--- src/rtl/pipe_reg_chain_pkg.sv ---
// Shared definitions for the pipe_reg_chain family: default reset value and the
// ceil-log2 helper used to size the occupancy counter.
package pipe_reg_chain_pkg;

  localparam int unsigned DefaultResetVal = 0;

  // Smallest n with 2**n >= value; returns 0 for value <= 1.
  function automatic int unsigned seq_clog2(input int unsigned value);
    int unsigned res;
    res = 0;
    for (int i = 0; i < 32; i++) begin
      if ((64'd1 << i) < 64'(value)) begin
        res = i + 1;
      end
    end
    return res;
  endfunction

endpackage

--- src/rtl/pipe_reg_chain_stage.sv ---
// One valid-tracked data register of the chain. Loads on rdy_i, clears valid on
// flush, data only changes when a valid word arrives.
module pipe_reg_chain_stage
  import pipe_reg_chain_pkg::*;
#(
  parameter int unsigned       WIDTH     = 8,
  parameter logic [WIDTH-1:0]  RESET_VAL = WIDTH'(DefaultResetVal)
) (
  input  logic             clk_i,
  input  logic             rst_ni,
  input  logic             flush_i,
  input  logic             rdy_i,
  input  logic             vld_i,
  input  logic [WIDTH-1:0] data_i,
  output logic             vld_o,
  output logic [WIDTH-1:0] data_o
);

  logic             vld_d, vld_q;
  logic [WIDTH-1:0] data_d, data_q;

  always_comb begin
    vld_d  = vld_q;
    data_d = data_q;
    if (flush_i) begin
      vld_d = 1'b0;
    end else if (rdy_i) begin
      vld_d = vld_i;
      if (vld_i) begin
        data_d = data_i;
      end
    end
  end

  always_ff @(posedge clk_i) begin
    if (!rst_ni) begin
      vld_q  <= 1'b0;
      data_q <= RESET_VAL;
    end else begin
      vld_q  <= vld_d;
      data_q <= data_d;
    end
  end

  assign vld_o  = vld_q;
  assign data_o = data_q;

endmodule

--- src/rtl/pipe_reg_chain.sv ---
// Chain of DEPTH valid/ready register stages with bubble collapsing, synchronous
// flush and a registered occupancy count.
module pipe_reg_chain
  import pipe_reg_chain_pkg::*;
#(
  parameter int unsigned       WIDTH     = 8,
  parameter int unsigned       DEPTH     = 4,
  parameter logic [WIDTH-1:0]  RESET_VAL = WIDTH'(DefaultResetVal),
  parameter int unsigned       CNT_W     = seq_clog2(DEPTH + 1)
) (
  input  logic             clk,
  input  logic             rst,
  input  logic             in_valid,
  input  logic [WIDTH-1:0] in_data,
  output logic             in_ready,
  output logic             out_valid,
  output logic [WIDTH-1:0] out_data,
  input  logic             out_ready,
  input  logic             flush,
  output logic [CNT_W-1:0] count
);

  logic [DEPTH-1:0]            vld;
  logic [DEPTH-1:0]            rdy;
  logic [DEPTH-1:0]            vld_in;
  logic [DEPTH-1:0][WIDTH-1:0] data;
  logic [DEPTH-1:0][WIDTH-1:0] data_in;
  logic                        accept;
  logic                        pop;
  logic [CNT_W-1:0]            count_d, count_q;

  // A stage is ready if it is empty or everything downstream of it can move.
  always_comb begin
    rdy            = '0;
    rdy[DEPTH-1]   = out_ready | ~vld[DEPTH-1];
    for (int i = int'(DEPTH) - 2; i >= 0; i--) begin
      rdy[i] = rdy[i+1] | ~vld[i];
    end
  end

  always_comb begin
    vld_in     = '0;
    data_in    = '0;
    vld_in[0]  = in_valid;
    data_in[0] = in_data;
    for (int i = 1; i < int'(DEPTH); i++) begin
      vld_in[i]  = vld[i-1];
      data_in[i] = data[i-1];
    end
  end

  for (genvar g = 0; g < DEPTH; g++) begin : g_stage
    pipe_reg_chain_stage #(
      .WIDTH     (WIDTH),
      .RESET_VAL (RESET_VAL)
    ) u_stage (
      .clk_i   (clk),
      .rst_ni  (rst),
      .flush_i (flush),
      .rdy_i   (rdy[g]),
      .vld_i   (vld_in[g]),
      .data_i  (data_in[g]),
      .vld_o   (vld[g]),
      .data_o  (data[g])
    );
  end

  assign in_ready  = rdy[0] & ~flush;
  assign out_valid = vld[DEPTH-1];
  assign out_data  = data[DEPTH-1];
  assign accept    = in_valid & in_ready;
  assign pop       = out_valid & out_ready;

  always_comb begin
    count_d = count_q;
    if (flush) begin
      count_d = '0;
    end else begin
      count_d = count_q + CNT_W'(accept) - CNT_W'(pop);
    end
  end

  always_ff @(posedge clk) begin
    if (!rst) begin
      count_q <= '0;
    end else begin
      count_q <= count_d;
    end
  end

  assign count = count_q;

endmodule
--- config.mk ---
export PLATFORM = sky130hd
export DESIGN_NAME = pipe_reg_chain
export DESIGN_NICKNAME = d
export VERILOG_FILES = /design/src/rtl/pipe_reg_chain_pkg.sv /design/src/rtl/pipe_reg_chain_stage.sv /design/src/rtl/pipe_reg_chain.sv
export SDC_FILE = /design/constraint.sdc
export NUM_CORES = 1
export LEC_CHECK = 0
export ABC_AREA = 1
export CAP_MARGIN = 10
export CORE_UTILIZATION = 51
export CTS_CLUSTER_DIAMETER = 80
export DETAILED_ROUTE_END_ITERATION = 8
export PLACE_DENSITY = 0.74
export SLEW_MARGIN = 20
export SYNTH_ARGS = -nofsm -noshare
export SYNTH_HDL_FRONTEND = slang
export SYNTH_SLANG_ARGS = --single-unit
--- constraint.sdc ---
create_clock -name clk -period 3.1 [get_ports clk]
set_input_delay 0.62 -clock clk [delete_from_list [all_inputs] [get_ports clk]]
set_output_delay 0.62 -clock clk [all_outputs]
set_load 0.01 [all_outputs]
Word-level counts from Yosys, hierarchy flattened:

Cells that the tools add are included.

* add/sub/neg operators: 2
* $mul: 0
* divide/modulo/power cells: 0
* order comparisons: 0
* equal/unequal tests: 0
* shift-type cells: 0
* mux-type cells: 0
* bitwise logic cells: 13
* reductions and logical operators: 5

Operators by type and width (count)
* AND reduction 3 bit: 4
* inverter 1 bit: 6
* OR 1 bit: 4
* adder 3 x 1 -> 3 bit: 1
* bitwise AND 1 bit: 3
* subtractor 3 x 1 -> 3 bit: 1
* OR reduction 2 bit: 1

* flip-flop bits (word level): 39
* latch bits: 0
* RAM bits: 0
* memory bits (read-only): 0
* output and inout port bits: 13
* word-level logic and storage cells: 29
* memories: 0

Depth between registers and ports, before layout:

* depth in word-level cells: 9
* depth in mapped cells: 13
* depth with buffers taken out: 12

Modules after synthesis:

From an unflattened synthesis, not the netlist that was laid out.

* cell total of the unflattened synthesis: 269
* area, all modules: 1825.5 um2

By module, submodules not included
* pipe_reg_chain_stage: times used 4, cells an instance 58, area each 395.4 um2, seq. area each 180.2 um2
* pipe_reg_chain: times used 1, cells an instance 37, area each 244.0 um2, seq. area each 60.1 um2

Worst setup path before layout:

No wires, ideal clock.

* path kind: input -> register
* start: in in_valid
* end: reg count_q[2], in the netlist count[2]
* library setup time: 0.070 ns
* data arrival time: 2.476 ns
* setup slack: 0.554 ns
* stages: 12
* path buffers: 1
* cells stage by stage: inv_1 nor2_2 buf_2 nand2_1 ha_1 inv_1 ha_1 inv_1 fa_1 xnor2_1 or2_2 a21oi_1

* word-level cells in the longest chain between the ends: 3

Ends and longest elaborated chain
* from (decl): RTL line pipe_reg_chain.sv:13 `input logic in_valid,`
* bitwise AND 1 bit: RTL line pipe_reg_chain.sv:71 `assign accept = in_valid & in_ready;`
* adder 3 x 1 -> 3 bit: RTL line pipe_reg_chain.sv:79 `count_d = count_q + CNT_W'(accept) - CNT_W'(pop);`
* subtractor 3 x 1 -> 3 bit: RTL line pipe_reg_chain.sv:79
* to (signal assigned): RTL line pipe_reg_chain.sv:87 `count_q <= count_d;`
* to (decl): RTL line pipe_reg_chain.sv:30 `logic [CNT_W-1:0] count_d, count_q;`

No other way between the ends.
A chain may end at the register's enable or synchronous reset.

Worst setup path after layout:

* start: in out_ready
* end: out in_ready

* word-level cells in the longest chain between the ends: 5

Ends and longest elaborated chain
* from (decl): RTL line pipe_reg_chain.sv:18 `input logic out_ready,`
* OR 1 bit: RTL line pipe_reg_chain.sv:35 `rdy[DEPTH-1] = out_ready | ~vld[DEPTH-1];`
* OR 1 bit (3 in a row): RTL line pipe_reg_chain.sv:37 `rdy[i] = rdy[i+1] | ~vld[i];`
* bitwise AND 1 bit: RTL line pipe_reg_chain.sv:68 `assign in_ready = rdy[0] & ~flush;`
* to (decl): RTL line pipe_reg_chain.sv:15 `output logic in_ready,`

No other way between the ends.

==> run summary <==
sink of the worst hold path -> count[2]
Mapped Cells -> 206
vias in the first global route -> 1,097
IO Count -> 26
root buf cell -> clkbuf_4
Tot Pwr -> 1.00 mW
chip height -> 57.6 µm
area grow syn2layout -> 20.7%
first-pass GRT wire length -> 4410 µm
r2r endpoint -> count[2]
slew margin rel. -> 66.4%
Final Max Tran Viols -> 0
Reg clk slew, reported paths -> 110 ps
Antenna Cells -> 0
setup TNS -> 0 ps
wire per inst -> 9.87 µm
max-cap violations -> 0
RR Startpoint -> g_stage[3].u_stage.vld_o
Vias per Instance -> 4.84
R2R cell count -> 12
Period Utilization, post-route -> 89.9%
initial antenna violation count -> 0
CTS tree -> done
Logic pwr share -> 7.0%
final setup vio count -> 0
CTS buffer count -> 5
post-route ant nets -> 0
NumNets Final -> 244
final hold vios -> 0
Fmax -> 359 MHz
Mapped Nets -> 222
row cnt -> 19
# resized after CTS -> 0
largest net degree at the start of global routing -> 19
post-CTS setup repair buffer count -> 0
critical path cell sequence -> clkdlybuf4s50_1, nor2_4, nand4_4, buf_4, inv_1, nor2_1, clkdlybuf4s50_1
Port Buffers -> 25
Synth Area in Compound Gates -> 11.4%
grt ovf -> 0
CP Class -> input port to primary output
Yosys cell types -> 19
clock sink total -> 39
leading cell type in the layout, fill and taps excluded -> nor2_1
layout cells sized above 1 -> 6.55%
hold crit path type -> flop to flop
Leak -> 0.810 nW
synth warn -> 0
Setup crit start kind -> input port
Clock Power Share -> 40.9%
Critical Path AT -> 2170 ps
Post-Syn Area -> 0.00158 mm²
Post-Synth Adder-Cell Area -> 2.86%
Initial Util -> 55.7%
Psw -> 0.200 mW
flops & latches, synth -> 39
H-tree depth -> 2
Flop pwr share -> 52.1%
Int Pwr -> 0.801 mW
setup ws final -> 313 ps
worst endpoint required time -> 2480 ps
Post-Synth XOR/XNOR Area -> 0.556%
most frequent cells in the layout -> 63 x nor2_1, 39 x dfxtp_1, 25 x clkdlybuf4s50_1
vias -> 1,258
post-place setup slack -> 199 ps
final clock skew -> 4.18 ps
Final min period -> 2790 ps
Max VDD drop -> 0.295 mV
CP Capture Type -> primary output
DIE AREA -> 0.00331 mm²
status -> finished, final reports clean
Die Span X -> 57.6 µm
final core utilization -> 67.2%
start point of the worst min-delay path -> count[2]
Simple-Gate Fraction of Synth Area -> 24.8%
Avg Inst Size Synth -> 7.65 µm²
hold depth -> 2
Net Sw Frac -> 20.0%
Core ar. -> 0.00283 mm²
Seq/Total Area, Yosys -> 49.6%
All-Layer GR Usage -> 17.5%
r2r setup slk -> 910 ps
hold buffer count at CTS -> 0
largest family of logic cells by synthesized area -> simple AND/OR/NAND/NOR gates
CP most frequent cell -> clkdlybuf4s50_1
CP Max Fanout -> 18
PD cells -> 527 mW/mm²
CTS Buffer Depth -> 2
Critical Path Max Stage Delay -> 540 ps
Routed WL -> 2570 µm
RSZ-0062 raised after global routing -> no
drc violations -> 0
Clock Latency Late Sink -> 340 ps
First-pass DRT Iterations -> 4
post-synthesis mux area share -> 0%
drt initial violations -> 20
routability cong. -> 0.770
Least-Margin Pin Slew -> 502 ps
DP Wirelength -> 1890 µm
CP max-delay cell -> clkdlybuf4s50_1
## cell families after synthesis
logic type,count (synthesis)
buffers and inverters,35
flip-flops,39
adder cells (fa/ha/maj),3
XOR/XNOR,1
AO/OA/AOI/OAI,36
AND/OR/NAND/NOR,92
## final cells by class
class | count | area (µm²)
inverter | 22 | 82.6
fill | 251 | 928
clock inverter | 2 | 60.1
tap | 31 | 38.8
sequential | 39 | 781
multi-input combinational | 132 | 624
timing repair buffer | 28 | 273
clock buffer | 6 | 41.3
## Yosys cell counts
| master | n | area, µm² |
|---|---|---|
| nor2_4 | 1 | 11.3 |
| xnor2_1 | 1 | 8.76 |
| fa_1 | 1 | 20.0 |
| clkbuf_1 | 3 | 11.3 |
| or2_2 | 1 | 6.26 |
| buf_2 | 1 | 5.00 |
| nand2_2 | 1 | 6.26 |
| nor2_2 | 1 | 6.26 |
| buf_6 | 1 | 11.3 |
| a21oi_1 | 12 | 60.1 |
| dfxtp_1 | 39 | 781 |
| nor2_1 | 63 | 236 |
| buf_4 | 8 | 60.1 |
| nand4_4 | 1 | 21.3 |
| nand2_1 | 14 | 52.6 |
| ha_1 | 2 | 25.0 |
| nand3_1 | 10 | 50.1 |
| inv_1 | 22 | 82.6 |
| o21ai_0 | 24 | 120 |
## through the flow
| stage | std cells | hold slack (ps) | area, µm² |
|---|---|---|---|
| 3_5_place_dp | 252 | 465 | 1800 |
| 6_report | 260 | 480 | 1900 |
| 4_1_cts | 260 | 484 | 1900 |
| 5_1_grt | 260 | 504 | 1900 |
| 2_1_floorplan | 206 | 446 | 1580 |
| 3_3_place_gp | 252 | 457 | 1800 |
## worst max-delay path, delay by kind of cell
family	cells	cell delay, ps
simple gates	3	210
buf+inv	4	1320
## flip-flops by register name (all words and copies together), names as in the netlist
register                cells
count                       3
g_stage.u_stage.vld_o       4
g_stage.u_stage.data_o     32
## worst max path at each step
stage                          from  endpoint  slack (ps)  cells past startpoint
after global routing      out_ready  in_ready         240                      7
after CTS                 out_ready  in_ready         300                      7
final                     out_ready  in_ready         310                      7
after detailed placement  out_ready  count[2]         200                     12
after floorplan            in_valid  count[2]         550                     12
after global placement    out_ready  count[2]         270                     12
## power by group through the flow
stage / clock network, mW / logic, mW / registers (mW)
after floorplan: 0 / 0.0416 / 0.532
after global placement: 0 / 0.0673 / 0.533
after detailed placement: 0 / 0.0699 / 0.533
after CTS: 0.420 / 0.0700 / 0.522
after global routing: 0.448 / 0.0793 / 0.524
final: 0.410 / 0.0698 / 0.522
## layer usage
layer	up-vias	global-route usage, %	part of all wire (%)
met4	0	7.32	1.9
met3	7	6.80	5.0
li1	684	-	-
met1	543	19.0	45
met5	-	0	0
met2	24	30.4	48
(Power assumes the default switching activity.)
